### src/rtl/trap_ctrl_pkg.sv
// Shared types and constants for the machine-mode trap sequencer.
// Optional mtval write-back is enabled by defining TRAP_CTRL_TVAL_EN.
package trap_ctrl_pkg;

  typedef enum logic [2:0] {
    ST_IDLE     = 3'd0,
    ST_DRAIN    = 3'd1,
    ST_COMMIT   = 3'd2,
    ST_TVAL     = 3'd3,
    ST_REDIRECT = 3'd4
  } state_e;

  typedef enum logic [1:0] {
    EV_NONE = 2'd0,
    EV_EXC  = 2'd1,
    EV_MRET = 2'd2,
    EV_IRQ  = 2'd3
  } event_e;

  localparam logic [11:0] CSR_ADDR_MTVAL = 12'h343;

  localparam logic [3:0] IRQ_CODE_EXT = 4'd11;
  localparam logic [3:0] IRQ_CODE_SW  = 4'd3;
  localparam logic [3:0] IRQ_CODE_TMR = 4'd7;

  // Bit positions inside irq_pend / csr_mxie
  localparam int IRQ_BIT_EXT = 2;
  localparam int IRQ_BIT_SW  = 1;
  localparam int IRQ_BIT_TMR = 0;

  localparam logic [1:0] MTVEC_MODE_DIRECT = 2'b00;

  // Any non-direct mtvec mode vectors interrupts; exceptions always use the base.
  function automatic logic [31:0] redirect_target(
    input event_e      kind,
    input logic [31:0] mtvec,
    input logic [31:0] mepc,
    input logic [3:0]  code
  );
    logic [31:0] base;
    base = {mtvec[31:2], 2'b00};
    if (kind == EV_MRET) return mepc;
    if (kind == EV_IRQ && mtvec[1:0] != MTVEC_MODE_DIRECT)
      return base + {26'd0, code, 2'b00};
    return base;
  endfunction

endpackage

### src/rtl/trap_ctrl_irq_sel.sv
// Masked fixed-priority interrupt encoder: external > software > timer.
module trap_irq_sel
  import trap_ctrl_pkg::*;
(
  input  logic [2:0] i_irq_pend,
  input  logic [2:0] i_mxie,
  input  logic       i_mie,
  output logic       o_any,
  output logic [3:0] o_code
);

  logic [2:0] w_masked;

  assign w_masked = i_irq_pend & i_mxie & {3{i_mie}};
  assign o_any    = |w_masked;

  always_comb begin
    o_code = 4'd0;
    if (w_masked[IRQ_BIT_EXT])      o_code = IRQ_CODE_EXT;
    else if (w_masked[IRQ_BIT_SW])  o_code = IRQ_CODE_SW;
    else if (w_masked[IRQ_BIT_TMR]) o_code = IRQ_CODE_TMR;
  end

endmodule

### src/rtl/trap_ctrl.sv
// Trap sequencer: arbitrates exceptions, mret and interrupts, drains the pipe,
// strobes the CSR file and redirects fetch. TRAP_CTRL_TVAL_EN adds the mtval write.
module trap_ctrl
  import trap_ctrl_pkg::*;
#(
  parameter int XLEN = 32
) (
  input  logic            ctrl_clk,
  input  logic            ctrl_reset_n,
  input  logic            exc_valid,
  input  logic [3:0]      exc_cause,
  input  logic [XLEN-1:0] exc_pc,
  input  logic [XLEN-1:0] exc_tval,
  input  logic            mret_valid,
  input  logic [XLEN-1:0] irq_pc,
  input  logic            pipe_idle,
  input  logic [2:0]      irq_pend,
  input  logic            csr_mie,
  input  logic [2:0]      csr_mxie,
  input  logic [XLEN-1:0] csr_mtvec,
  input  logic [XLEN-1:0] csr_mepc,
  input  logic            core_csr_wen,
  input  logic [11:0]     core_csr_waddr,
  input  logic [XLEN-1:0] core_csr_wdata,
  output logic            core_csr_ready,
  output logic            csr_wen,
  output logic [11:0]     csr_waddr,
  output logic [XLEN-1:0] csr_wdata,
  output logic            csr_trap,
  output logic            csr_mret,
  output logic [XLEN-1:0] csr_trap_pc,
  output logic [4:0]      csr_trap_info,
  output logic            stall,
  output logic            redirect_valid,
  output logic [XLEN-1:0] redirect_pc,
  output logic            ack
);

  state_e          r_state;
  event_e          r_kind;
  logic [3:0]      r_cause;
  logic [XLEN-1:0] r_pc;
  logic            r_csr_trap;
  logic            r_csr_mret;
  logic [XLEN-1:0] r_trap_pc;
  logic [4:0]      r_trap_info;
  logic            r_stall;
  logic            r_redirect_valid;
  logic [XLEN-1:0] r_redirect_pc;
  logic            r_ack;
  logic            r_tval_wen;

  logic            w_irq_any;
  logic [3:0]      w_irq_code;
  logic            w_idle;
  logic [XLEN-1:0] w_target;
  logic [XLEN-1:0] w_tval_data;

`ifdef TRAP_CTRL_TVAL_EN
  logic [XLEN-1:0] r_tval;
  logic [XLEN-1:0] r_target;
  assign w_tval_data = r_tval;
`else
  logic w_unused_tval;
  assign w_unused_tval = ^exc_tval;
  assign w_tval_data   = '0;
`endif

  trap_irq_sel u_irq_sel (
    .i_irq_pend (irq_pend),
    .i_mxie     (csr_mxie),
    .i_mie      (csr_mie),
    .o_any      (w_irq_any),
    .o_code     (w_irq_code)
  );

  // In COMMIT the interrupt code still sits in r_trap_info.
  assign w_target = redirect_target(r_kind, csr_mtvec, csr_mepc, r_trap_info[3:0]);

  always_ff @(posedge ctrl_clk or negedge ctrl_reset_n) begin
    if (!ctrl_reset_n) begin
      r_state          <= ST_IDLE;
      r_kind           <= EV_NONE;
      r_cause          <= '0;
      r_pc             <= '0;
      r_csr_trap       <= 1'b0;
      r_csr_mret       <= 1'b0;
      r_trap_pc        <= '0;
      r_trap_info      <= '0;
      r_stall          <= 1'b0;
      r_redirect_valid <= 1'b0;
      r_redirect_pc    <= '0;
      r_ack            <= 1'b0;
      r_tval_wen       <= 1'b0;
`ifdef TRAP_CTRL_TVAL_EN
      r_tval           <= '0;
      r_target         <= '0;
`endif
    end else begin
      r_csr_trap       <= 1'b0;
      r_csr_mret       <= 1'b0;
      r_trap_pc        <= '0;
      r_trap_info      <= '0;
      r_redirect_valid <= 1'b0;
      r_redirect_pc    <= '0;
      r_ack            <= 1'b0;
      r_tval_wen       <= 1'b0;
      case (r_state)
        ST_IDLE: begin
          if (exc_valid || mret_valid || w_irq_any) begin
            r_state <= ST_DRAIN;
            r_stall <= 1'b1;
          end
          if (exc_valid) begin
            r_kind  <= EV_EXC;
            r_cause <= exc_cause;
            r_pc    <= exc_pc;
`ifdef TRAP_CTRL_TVAL_EN
            r_tval  <= exc_tval;
`endif
          end else if (mret_valid) begin
            r_kind <= EV_MRET;
          end else if (w_irq_any) begin
            r_kind <= EV_IRQ;
          end
        end
        ST_DRAIN: begin
          // A pending interrupt never blocks a synchronous exception.
          if (r_kind == EV_IRQ && exc_valid) begin
            r_kind  <= EV_EXC;
            r_cause <= exc_cause;
            r_pc    <= exc_pc;
`ifdef TRAP_CTRL_TVAL_EN
            r_tval  <= exc_tval;
`endif
          end else if (r_kind == EV_IRQ && !w_irq_any) begin
            r_state <= ST_IDLE;
            r_stall <= 1'b0;
            r_kind  <= EV_NONE;
          end else if (pipe_idle) begin
            r_state    <= ST_COMMIT;
            r_csr_trap <= 1'b1;
            r_csr_mret <= (r_kind == EV_MRET);
            if (r_kind == EV_EXC) begin
              r_trap_pc   <= r_pc;
              r_trap_info <= {1'b0, r_cause};
            end else if (r_kind == EV_IRQ) begin
              r_pc        <= irq_pc;
              r_trap_pc   <= irq_pc;
              r_trap_info <= {1'b1, w_irq_code};
            end
          end
        end
        ST_COMMIT: begin
`ifdef TRAP_CTRL_TVAL_EN
          if (r_kind == EV_EXC) begin
            r_state    <= ST_TVAL;
            r_tval_wen <= 1'b1;
            r_target   <= w_target;
          end else begin
            r_state          <= ST_REDIRECT;
            r_redirect_valid <= 1'b1;
            r_redirect_pc    <= w_target;
            r_ack            <= (r_kind != EV_IRQ);
          end
`else
          r_state          <= ST_REDIRECT;
          r_redirect_valid <= 1'b1;
          r_redirect_pc    <= w_target;
          r_ack            <= (r_kind != EV_IRQ);
`endif
        end
        ST_TVAL: begin
          r_state          <= ST_REDIRECT;
          r_redirect_valid <= 1'b1;
`ifdef TRAP_CTRL_TVAL_EN
          r_redirect_pc    <= r_target;
`endif
          r_ack            <= (r_kind != EV_IRQ);
        end
        ST_REDIRECT: begin
          r_state <= ST_IDLE;
          r_stall <= 1'b0;
          r_kind  <= EV_NONE;
        end
        default: begin
          r_state <= ST_IDLE;
          r_stall <= 1'b0;
          r_kind  <= EV_NONE;
        end
      endcase
    end
  end

  // Core CSR writes own the port only while idle; otherwise only the mtval write uses it.
  assign w_idle         = (r_state == ST_IDLE);
  assign core_csr_ready = w_idle;
  assign csr_wen        = w_idle ? core_csr_wen   : r_tval_wen;
  assign csr_waddr      = w_idle ? core_csr_waddr : (r_tval_wen ? CSR_ADDR_MTVAL : 12'd0);
  assign csr_wdata      = w_idle ? core_csr_wdata : (r_tval_wen ? w_tval_data : '0);

  assign csr_trap       = r_csr_trap;
  assign csr_mret       = r_csr_mret;
  assign csr_trap_pc    = r_trap_pc;
  assign csr_trap_info  = r_trap_info;
  assign stall          = r_stall;
  assign redirect_valid = r_redirect_valid;
  assign redirect_pc    = r_redirect_pc;
  assign ack            = r_ack;

endmodule
### config.mk
export PLATFORM = sky130hd
export DESIGN_NAME = trap_ctrl
export DESIGN_NICKNAME = d
export VERILOG_FILES = /design/src/rtl/trap_ctrl_pkg.sv /design/src/rtl/trap_ctrl_irq_sel.sv /design/src/rtl/trap_ctrl.sv
export SDC_FILE = /design/constraint.sdc
export NUM_CORES = 1
export LEC_CHECK = 0
export CORE_AREA = 2 2 133 135
export CTS_CLUSTER_DIAMETER = 200
export DETAILED_ROUTE_END_ITERATION = 8
export DIE_AREA = 0 0 135 137
export PLACE_DENSITY = 0.72
export SYNTH_ARGS = -nofsm -noshare
export SYNTH_HDL_FRONTEND = slang
export SYNTH_HIERARCHICAL = 1
export SYNTH_SLANG_ARGS = --single-unit
### constraint.sdc
create_clock -name ctrl_clk -period 2.5 [get_ports ctrl_clk]
set_input_delay 0.25 -clock ctrl_clk [delete_from_list [all_inputs] [get_ports ctrl_clk]]
set_output_delay 0.25 -clock ctrl_clk [all_outputs]
set_load 0.02 [all_outputs]
==> results of run 1 <==
-- kinds of logic after synthesis --
logic type | after synthesis | share of synthesized area
fa+ha+maj | 5 | 0.0124
compound gates | 160 | 0.188
mux | 36 | 0.0648
simple gates | 170 | 0.160
xor+xnor | 18 | 0.0279
flops | 115 | 0.510
buf+inv | 48 | 0.0366
-- registers in the layout, indices dropped and copies added, names as in the netlist --
| register | count |
|---|---|
| r_pc | 32 |
| r_cause | 4 |
| csr_trap | 1 |
| r_state | 3 |
| stall | 1 |
| ack | 1 |
| csr_trap_info | 5 |
| csr_trap_pc | 32 |
| redirect_pc | 32 |
| csr_mret | 1 |
| redirect_valid | 1 |
| r_kind | 2 |
-- layout make-up --
class / count / area (µm²)
multi-input cells: 389 / 2580
fillers: 1538 / 7350
flip-flops and latches: 115 / 2880
clock inverters: 14 / 143
inverters: 15 / 56.3
clock buffers: 18 / 439
repair buffers: 341 / 3330
well taps: 225 / 282
-- cells in the mapped netlist (2+ instances only) --
cell,number,share of area
o22ai_1,3,0.0033
ha_1,4,0.0089
mux2i_1,32,0.057
a211oi_1,3,0.0040
nand2_1,25,0.017
nor3b_1,2,0.0027
a21oi_1,55,0.049
nand4_2,2,0.0044
xor2_1,13,0.020
o21bai_1,2,0.0027
o31ai_1,7,0.0093
o2111ai_1,2,0.0031
nor3_1,6,0.0053
or3_1,5,0.0055
nor2_1,47,0.031
or4_1,6,0.0080
o21a_1,2,0.0027
dfrtp_1,115,0.51
clkbuf_1,19,0.013
xnor2_1,5,0.0078
inv_1,15,0.010
a22o_1,36,0.056
nand4_1,9,0.010
nand3_1,10,0.0089
o21ai_0,31,0.028
nor2b_1,3,0.0033
and3_1,6,0.0067
mux2_2,4,0.0080
buf_4,2,0.0027
buf_2,9,0.0080
buf_1,2,0.0013
a31oi_1,10,0.011
and2_1,45,0.050
-- final timing paths --
path	start	slack, ns	cells past startpoint	endpoint
max	r_state[2]	0.16	6	csr_wdata[31]
min	ctrl_reset_n	0.33	2	r_pc[16]
max reg2reg	csr_trap_info[0]	0.17	8	redirect_pc[26]
min reg2reg	r_pc[30]	0.49	1	csr_trap_pc[30]
max in group asynchronous	ctrl_reset_n	1.40	3	redirect_pc[20]
min in group ctrl_clk	csr_mepc[3]	0.39	3	redirect_pc[3]
-- power by group --
group	internal, mW	total [mW]	switching, mW
clock	1.42	2.38	0.956
sequential	2.40	2.69	0.292
combinational	1.87	4.04	2.17
-- layer usage --
metal	wire length, µm	part of all wire	vias to the layer above
met5	0	0	-
met4	221	0.012	0
met3	1860	0.098	16
met2	9230	0.49	226
met1	7710	0.41	2552
li1	-	-	2637
-- through the flow --
step                       util  total power, mW  hold slack [ns]
after floorplan               -             5.02          -0.0456
after global placement    0.537             6.94            0.236
after detailed placement  0.537             6.99            0.244
after CTS                 0.569             9.23            0.325
after global routing      0.569             9.65            0.357
final                     0.569             9.10            0.333
-- timing repair --
action	4_1_cts	5_1_grt
hold buffers	1	0
setup endpoints to repair	46	1
gates resized for setup	46	1
endpoints found under the hold margin	30	0
==> summary.md, run 1 <==
| Metric | Value |
|---|---|
| Seq cells post-synth | 115 |
| Status | complete, no violations |
| Via density | 4.86 |
| Routed len/inst | approximately 17 µm |
| Critical Path, Cell by Cell | nor2_2, nand2_1, inv_1, buf_12, and2_1, dlygate4sd2_1 |
| Initial antenna violation count | 0 |
| Longest Clk Path Bufs | 2 |
| Number of flops mapped to enable cells by yosys | 0 |
| Cell area after layout | 9710 µm² |
| Pre-CTS WS | -0.179 ns |
| Reg clk slew, reported paths | ~0.060 ns |
| GRT Util Overall | 0.207 |
| DRC | 0 |
| Leading cell types in the layout, fill and taps excluded | clkdlybuf4s50_1, dfrtp_1, a21oi_1 |
| Syn Nets | around 800 |
| Library cells used by synthesis | 48 |
| Yosys warns | 6 |
| Routed vias | 5431 |
| TritonCTS Buffers | 17 |
| Layout area overhead | 72.1% |
| DRT Pass-1 Iters | 5 |
| Worst hold path type | in2async |
| RSZ-0062 raised after global routing | false |
| Clk sinks | 115 |
| Synthesized area per cell | 10.2 µm² |
| Worst path bufs/invs | 3 |
| Core Rows | between 40 and 50 |
| Worst-Skew Late Latency | 0.42 ns |
| Relative slew margins | 0.689 |
| Hpwl dp | 14400 µm |
| I/O pins | 341 |
| Max cap viols | 0 |
| GPL Wtd Cong | a little over 0.8 |
| Pin count of the biggest net entering global routing | 47 |
| Fin Clk Skew | between 0.01 and 0.015 ns |
| Pleak | 4.32 nW |
| Crit path DAT | 2.09 ns |
| CP Max Fanout | between 40 and 50 |
| Period utilization | 0.936 |
| Critical Path End Type | primary output |
| CP peak stage delay | ~0.46 ns |
| Fmax | 427 MHz |
| Routed Antenna Nets | 0 |
| Top FF cell, synth | dfrtp_1 |
| # Post-CTS Setup Buffers | 0 |
| GR Layer Usage met2 | 0.337 |
| # placed instances | 1084 |
| GRT met1 Usage | 0.256 |
| CP required | approximately 2.3 ns |
| Cell family with most CP delay | buffers and inverters |
| Seq/Total Area, Yosys | 0.510 |
| H-tree depth | 4 |
| Final layout net count | 1105 |
| Layout cells sized above 1 | 0.0908 |
| IO Port Bufs | 308 |
| Gr ovfl total | 0 |
| Peak supply drop | between 0.5 and 0.6 mV |
| CP max-delay cell | dfrtp_1 |
| Most common cell after layout, fill and taps aside | clkdlybuf4s50_1 |
| WL final | between 15000 and 20000 µm |
| Starting Density | 0.331 |
| Endpoints failing setup | 0 |
| Setup ws final | between 0.15 and 0.2 ns |
| Hold Fails Final Rpt | 0 |
| Finished Layout Cells | 1117 |
| CORE AREA | 17100 µm² |
| Met3 Resource Use GR | 0.0837 |
| TritonCTS clock tree | done |
| Drt initial violations | 237 |
| CP Class | reg2out |
| PD cells | 937 nW/µm² |
| Height of the die | 137 µm |
| Post-layout min period | 2.34 ns |
| Cells after synthesis | about 550 |
| Worst-margin pin slew | roughly 0.47 ns |
| First-pass GRT wire length | about 30000 µm |
| Vias in the first global route | 5358 |
| Root Driver | clkbuf_16 |
| Cell Area, Synth | between 5000 and 6000 µm² |
| Area of placed instances | between 9000 and 10000 µm² |
| GRT Max-Usage Layer | met2 |
| Post-synthesis async set-or-reset flop share | 1.00 |
| # diodes | 0 |
| Die Area | 18500 µm² |
| Max Slew Vio Count | 0 |
| Die width | 135 µm |
| Setup TNS | 0 ns |
| Critical Path Source Type | flop |
Power figures use the tool's default switching activity.
==> run 2: changes to the inputs <==
- SETUP_SLACK_MARGIN: not set -> 0.3
==> run 2 against run 1 <==
  * Sequential cell count unchanged
  * Die area unchanged
  * Global-route usage decreased by 0.083 points
  * Total power increased by 2.7%
  * Hold slack got worse by 0.0046 ns
  * Final area increased by 2.0%
  * Sequential share of layout area decreased by 0.53 points
  * Critical endpoint is now redirect_pc[26]
  * Worst setup slack improved by 0.23 ns
  * Sequential power about the same
  * Maximum frequency increased by 11%
  * Critical path depth increased by 3
  * Combinational power increased by 6.2%
  * Largest cell class unchanged
==> summary.md, run 2 (synthesis results as in run 1) <==
| Metric | Value |
|---|---|
| Setup slack, reg-to-reg | 0.40 ns (was 0.17 ns) |
| GRT Util Overall | 0.206 (was 0.207) |
| PD cells | 944 nW/µm² (was 937 nW/µm²) |
| H-tree depth | 4 (unchanged) |
| Routed Antenna Nets | 0 (unchanged) |
| Vias in the first global route | 5576 (was 5358) |
| Relative slew margins | 0.647 (was 0.689) |
| Fmax | 473 MHz (was 427 MHz) |
| Endpoints failing setup | 0 (unchanged) |
| Pleak | 4.31 nW (was 4.32 nW) |
| DRC | 0 (unchanged) |
| Reg2reg path depth | 8 (unchanged) |
| DRT Pass-1 Iters | 4 (was 5) |
| Fin Clk Skew | 0.00972 ns (was 0.0110 ns) |
| Final layout net count | 1112 (was 1105) |
| TritonCTS Buffers | 17 (unchanged) |
| Layout cells sized above 1 | 0.139 (was 0.0908) |
| Crit path DAT | 2.44 ns (was 2.09 ns) |
| Initial antenna violation count | 0 (unchanged) |
| Peak supply drop | 0.548 mV (was 0.568 mV) |
| Hpwl dp | 14100 µm (was 14400 µm) |
| CP required | 2.83 ns (was 2.25 ns) |
| Status | complete, no violations (unchanged) |
| Starting Density | 0.331 (unchanged) |
| Setup TNS | 0 ns (unchanged) |
| # placed instances | 1084 (unchanged) |
| CP Class | in2reg (was reg2out) |
| Die Area | 18500 µm² (unchanged) |
| Core Rows | 48 (unchanged) |
| Power Total | 9.35 mW (was 9.10 mW) |
| Via density | 4.86 (about the same) |
| # diodes | 0 (unchanged) |
| FF-to-FF Start | csr_trap_info[0] (unchanged) |
| TritonCTS clock tree | done (unchanged) |
| Die width | 135 µm (unchanged) |
| Longest Clk Path Bufs | 2 (unchanged) |
| WL final | 19100 µm (was 19000 µm) |
| Worst r2r dst | redirect_pc[26] (unchanged) |
| Worst-margin pin slew | 0.527 ns (was 0.467 ns) |
| Routed len/inst | 17.0 µm (about the same) |
| Critical Path End Type | flop (was primary output) |
| RSZ-0062 raised after global routing | true (was false) |
| Max cap viols | 0 (unchanged) |
| Pin count of the biggest net entering global routing | 65 (was 47) |
| CORE AREA | 17100 µm² (unchanged) |
| GPL Wtd Cong | 0.841 (was 0.825) |
| Gr ovfl total | 0 (unchanged) |
| IO Port Bufs | 308 (unchanged) |
| Finished Layout Cells | 1124 (was 1117) |
| Worst-Skew Late Latency | 0.41 ns (was 0.42 ns) |
| Root Driver | clkbuf_16 (unchanged) |
| Hold Fails Final Rpt | 0 (unchanged) |
| Routed vias | 5465 (was 5431) |
| Max Slew Vio Count | 0 (unchanged) |
| Cell area after layout | 9900 µm² (was 9710 µm²) |
| Height of the die | 137 µm (unchanged) |
| Post-layout util | 0.581 (was 0.569) |
| Period utilization | 0.846 (was 0.936) |
| Drt initial violations | 203 (was 237) |
| Critical Path Source Type | input pin (was flop) |
| First-pass GRT wire length | 29600 µm (was 29400 µm) |
| CP Max Fanout | 4 (was 46) |
| Worst hold path type | in2async (unchanged) |
| Layout area overhead | 75.5% (was 72.1%) |
| Leading cell types in the layout, fill and taps excluded | clkdlybuf4s50_1, dfrtp_1, a21oi_1 (unchanged) |
| Most common cell after layout, fill and taps aside | clkdlybuf4s50_1 (unchanged) |
| Post-layout min period | 2.11 ns (was 2.34 ns) |
| Area of placed instances | 9200 µm² (was 9170 µm²) |
| Reg clk slew, reported paths | 0.06 ns (about the same) |
| I/O pins | 341 (unchanged) |
| Clk sinks | 115 (unchanged) |
[run 2: cell count changes in the layout (fill, tap and decap cells not counted), moves of 4 or more]
cell / previous run / this run
buf_4: 29 / 33
dfrtp_2: 0 / 4
dfrtp_1: 115 / 111
clkdlybuf4s15_2: 0 / 17
dlygate4sd2_1: 45 / 24
[run 2: worst max path at each step]
| stage | end | from |
|---|---|---|
| after floorplan | redirect_pc[26] | csr_trap_info[0] |
| after global placement | redirect_pc[14] | csr_mtvec[2] |
| after detailed placement | redirect_pc[14] | csr_mtvec[2] |
| after CTS | csr_wdata[31] | r_state[0] |
| after global routing | redirect_pc[26] | csr_trap_info[0] |
| final | redirect_pc[26] | csr_mtvec[2] |
[run 2: area by class of cell]
| type | instances | area (µm²) |
|---|---|---|
| Clock inverter | 14 | 143 |
| Inverter | 15 | 56.3 |
| Sequential cell | 115 | 2880 |
| Fill cell | 1479 | 7150 |
| Clock buffer | 18 | 439 |
| Tap cell | 225 | 282 |
| Multi-Input combinational cell | 389 | 2650 |
| Timing Repair Buffer | 348 | 3450 |
[run 2: stage by stage]
step           hold WS (ns)  setup WS (ns)
2_1_floorplan       -0.0456          0.276
3_3_place_gp          0.217        -0.0669
3_5_place_dp          0.216         -0.107
4_1_cts               0.306          0.301
5_1_grt               0.346          0.237
6_report              0.329          0.386
[run 2: worst max-delay path, stage by stage]
cell and delay, ns:
clkdlybuf4s50_1 0.54, ha_4 0.15, inv_1 0.05, fa_2 0.36, nor2b_2 0.14, o31a_1 0.20
nand4_1 0.18, or4_1 0.44, a31oi_1 0.14
[run 2: repair_timing]
action                                 in CTS  in global routing
resized for setup                          96                 14
hold buffers                                1                  0
cloned                                      1                  0
endpoints found under the hold margin      26                  0
pin swaps                                   4                  4
setup endpoints to repair                  48                 38
setup buffers                               3                  3
[run 2: report_power, final]
| group | total (mW) | internal, mW | switching, mW |
|---|---|---|---|
| registers | 2.67 | 2.40 | 0.272 |
| clock network | 2.39 | 1.43 | 0.961 |
| logic | 4.29 | 2.03 | 2.26 |
| total | 9.35 | 5.86 | 3.49 |
[run 2: metal layers]
| layer | vias up | track usage | wire length, µm |
|---|---|---|---|
| met4 | 0 | 0.0492 | 113 |
| met2 | 188 | 0.340 | 9110 |
| met3 | 9 | 0.0856 | 1700 |
| met1 | 2616 | 0.254 | 8130 |
| met5 | - | 0 | 0 |
| li1 | 2652 | - | - |
==> run 3: changes to the inputs <==
- CORE_AREA: 2 2 133 135 -> not set
- CORE_MARGIN: not set -> 2
- CORE_UTILIZATION: not set -> 34
- DIE_AREA: 0 0 135 137 -> not set
- PLACE_DENSITY: 0.72 -> 0.76
- clock period: 2.5 -> 1.85 ns (I/O delays scaled with it)
==> run 3 against run 2 <==
  * Via count is 16% higher
  * Wire length up 35%
  * Register-to-register slack worse by 0.63 ns
  * Clock skew increased by 0.00057 ns
  * Non-clock buffer count grew 110
  * Critical path type is now reg2reg
  * Sequential cell count did not move
  * Cell count up 9.3%
  * Utilization up 16 points
  * Clock-buffer cell count decreased by 1
  * Clock power is 39% higher
  * Die area fell by 4.6%
  * The flow now finishes with violations (negative setup slack)
  * Sequential share of layout area shrank 5.4 points
==> summary.md, run 3 (synthesis results as in run 1) <==
| Metric | Value |
|---|---|
| Wl on met1 | 9760 µm (was 8130 µm) |
| Worst path bufs/invs | 1 (was 2) |
| Max cap viols | 0 (unchanged) |
| Gr ovfl total | 0 (unchanged) |
| Root Driver | clkbuf_16 (unchanged) |
| Post-layout min period | 2.08 ns |
| CP required | 2.19 ns (was 2.83 ns) |
| Worst-margin pin slew | 0.442 ns (was 0.527 ns) |
| Worst r2r dst | redirect_pc[26] (unchanged) |
| Critical Path Source Type | flop (was input pin) |
| Critical Path, Cell by Cell | ha_4, inv_2, fa_2, nor2b_4, o31a_1, nand4_1, or4_4, a31oi_1 (was clkdlybuf4s50_1, ha_4, inv_1, fa_2, nor2b_2, o31a_1, nand4_1, or4_1, a31oi_1) |
| Cell family with most CP delay | simple AND/OR/NAND/NOR gates (unchanged) |
| Period utilization | 1.12 |
| FF-to-FF Start | csr_trap_info[0] (unchanged) |
| Crit path DAT | 2.42 ns (was 2.44 ns) |
| Clk sinks | 115 (unchanged) |
| Fin Clk Skew | 0.0103 ns (was 0.00972 ns) |
| Die Area | 17600 µm² (was 18500 µm²) |
| Starting Density | 0.344 (was 0.331) |
| CORE AREA | 16400 µm² (was 17100 µm²) |
| CP max-delay cell | or4_4 (was clkdlybuf4s50_1) |
| # placed instances | 1123 (was 1084) |
| Reg2reg path depth | 8 (unchanged) |
| Longest Clk Path Bufs | 2 (unchanged) |
| CP Max Fanout | 3 (was 4) |
| Comb pwr share | 0.588 (was 0.459) |
| TritonCTS clock tree | done (unchanged) |
| PD cells | 1410 nW/µm² (was 944 nW/µm²) |
| First-pass GRT wire length | 35600 µm (was 29600 µm) |
| Setup TNS | -3.27 ns (was 0 ns) |
| Levels on crit path | 8 (was 9) |
| Max Slew Vio Count | 0 (unchanged) |
| Routed Antenna Nets | 0 (unchanged) |
| Pleak | 5.93 nW (was 4.31 nW) |
| Critical Path End Type | flop (unchanged) |
| Most common cell after layout, fill and taps aside | clkdlybuf4s50_1 (unchanged) |
| IO Port Bufs | 308 (unchanged) |
| DRC | 0 (unchanged) |
| Top layer in use | met5 (was met4) |
| Leading cell types in the layout, fill and taps excluded | clkdlybuf4s50_1, dfrtp_1, buf_6 (was clkdlybuf4s50_1, dfrtp_1, a21oi_1) |
| Core Rows | 47 (was 48) |
| DR WL met3 | 2060 µm (was 1700 µm) |
| Drt initial violations | 361 (was 203) |
| Layout area overhead | 115% (was 75.5%) |
| GPL Wtd Cong | 0.883 (was 0.841) |
| Layout cells sized above 1 | 0.381 (was 0.139) |
| Peak supply drop | 0.993 mV (was 0.548 mV) |
| Height of the die | 133 µm (was 137 µm) |
| Clock share of power | 0.195 (was 0.255) |
| Crit. Startpoint | csr_trap_info[0] (was csr_mtvec[2]) |
| Relative slew margins | 0.706 (was 0.647) |
| Finished Layout Cells | 1229 (was 1124) |
| Vias in the first global route | 6407 (was 5576) |
| Pin count of the biggest net entering global routing | 37 (was 65) |
| CP peak stage delay | 0.46 ns (was 0.54 ns) |
| DRT Pass-1 Iters | 5 (was 4) |
| WL met2 | 12900 µm (was 9110 µm) |
| Hpwl dp | 15100 µm (was 14100 µm) |
| RSZ-0062 raised after global routing | true (unchanged) |
| Internal | 10.8 mW (was 5.86 mW) |
| Via density | 5.15 (was 4.86) |
| # diodes | 0 (unchanged) |
| Hold Fails Final Rpt | 0 (unchanged) |
| Setup ws final | -0.228 ns (was 0.386 ns) |
| Hold Slack | 0.224 ns (was 0.329 ns) |
| Initial antenna violation count | 2 (was 0) |
| I/O pins | 341 (unchanged) |
| TritonCTS Buffers | 17 (unchanged) |
| Net Sw Frac | 0.371 (was 0.373) |
| H-tree depth | 4 (unchanged) |
| Final layout net count | 1222 (was 1112) |
| Fmax | 481 MHz |
| Routed vias | 6332 (was 5465) |
| Failing checks | negative setup slack |
| Status | finished with violations (was complete, no violations) |
| Routed len/inst | 20.9 µm (was 17.0 µm) |
| Pre-CTS WS | -0.556 ns (was -0.107 ns) |
| Setup slack, reg-to-reg | -0.23 ns (was 0.40 ns) |
| GRT Util Overall | 0.266 (was 0.206) |
| Worst Hold Launch | irq_pend[0] |
| Worst-Skew Late Latency | 0.43 ns (was 0.41 ns) |
| Worst Setup EP | redirect_pc[26] (unchanged) |
| Endpoints failing setup | 37 (was 0) |
| Seq pwr share | 0.217 (was 0.286) |
| Worst hold path type | in2reg (was in2async) |
| Switching power | 6.34 mW (was 3.49 mW) |
| WL final | 25700 µm (was 19100 µm) |
| CP Class | reg2reg (was in2reg) |
| Reg clk slew, reported paths | 0.06 ns (about the same) |
| Die width | 133 µm (was 135 µm) |
run 3: changes by cell type in the layout (fill, tap and decap cells not counted), sizes merged:
cell           change
buf              +150
bufbuf             -1
bufinv             +1
clkbuf             +2
clkdlybuf4s15     -17
clkdlybuf4s50     -77
clkinv             +2
clkinvlp           +1
dlygate4sd2       +25
dlymetal6s2s      +27
inv                -3
run 3: worst min-delay path by stage:
stage	slack, ns	end	cells past startpoint
final	0.22	csr_trap_info[2]	3
after detailed placement	0.17	redirect_pc[15]	1
after floorplan	-0.11	ack	0
after global placement	0.16	redirect_pc[20]	1
after CTS	0.27	redirect_pc[20]	2
after global routing	0.25	csr_trap_info[2]	3
run 3: per-layer routing:
metal | vias up | GRT usage
met4 | 2 | 0.128
met2 | 305 | 0.438
li1 | 2889 | -
met1 | 3069 | 0.314
met3 | 67 | 0.0877
met5 | - | 0
run 3: power by group through the flow:
| stage | Sequential (mW) | Combinational [mW] | Clock [mW] |
|---|---|---|---|
| 6_report | 3.71 | 10.1 | 3.33 |
| 3_3_place_gp | 3.58 | 6.21 | 0 |
| 3_5_place_dp | 3.61 | 6.30 | 0 |
| 5_1_grt | 3.78 | 10.5 | 3.51 |
| 2_1_floorplan | 3.96 | 3.06 | 0 |
| 4_1_cts | 3.63 | 8.72 | 3.35 |
run 3: repair_timing:
| item | 4_1_cts | 5_1_grt |
|---|---|---|
| resized for setup | 457 | 116 |
| setup buffers | 34 | 18 |
| endpoints found under the hold margin | 28 | 0 |
| setup endpoints to repair | 193 | 170 |
| hold buffers | 1 | 0 |
| gates cloned | 12 | 9 |
| pin swaps | 39 | 90 |
run 3: metrics by stage:
| stage | total power [mW] | util | area, µm² |
|---|---|---|---|
| after CTS | 15.7 | 0.692 | 11400 |
| after global routing | 17.8 | 0.740 | 12100 |
| final | 17.1 | 0.740 | 12100 |
| after floorplan | 7.01 | - | 5830 |
| after global placement | 9.80 | 0.591 | 9700 |
| after detailed placement | 9.90 | 0.591 | 9700 |
run 3: layout make-up:
type,count,area (µm²)
fill,1097,4260
clock buffer,17,425
multi-input combinational,389,3290
sequential,115,2880
inverter,15,61.3
clock inverter,15,171
timing repair buffer,458,5040
tap,220,275
run 3: tightest hold or removal path, stage by stage:
cell and delay (ns):
dlymetal6s2s_1 0.12, and4_1 0.20, a22o_1 0.12
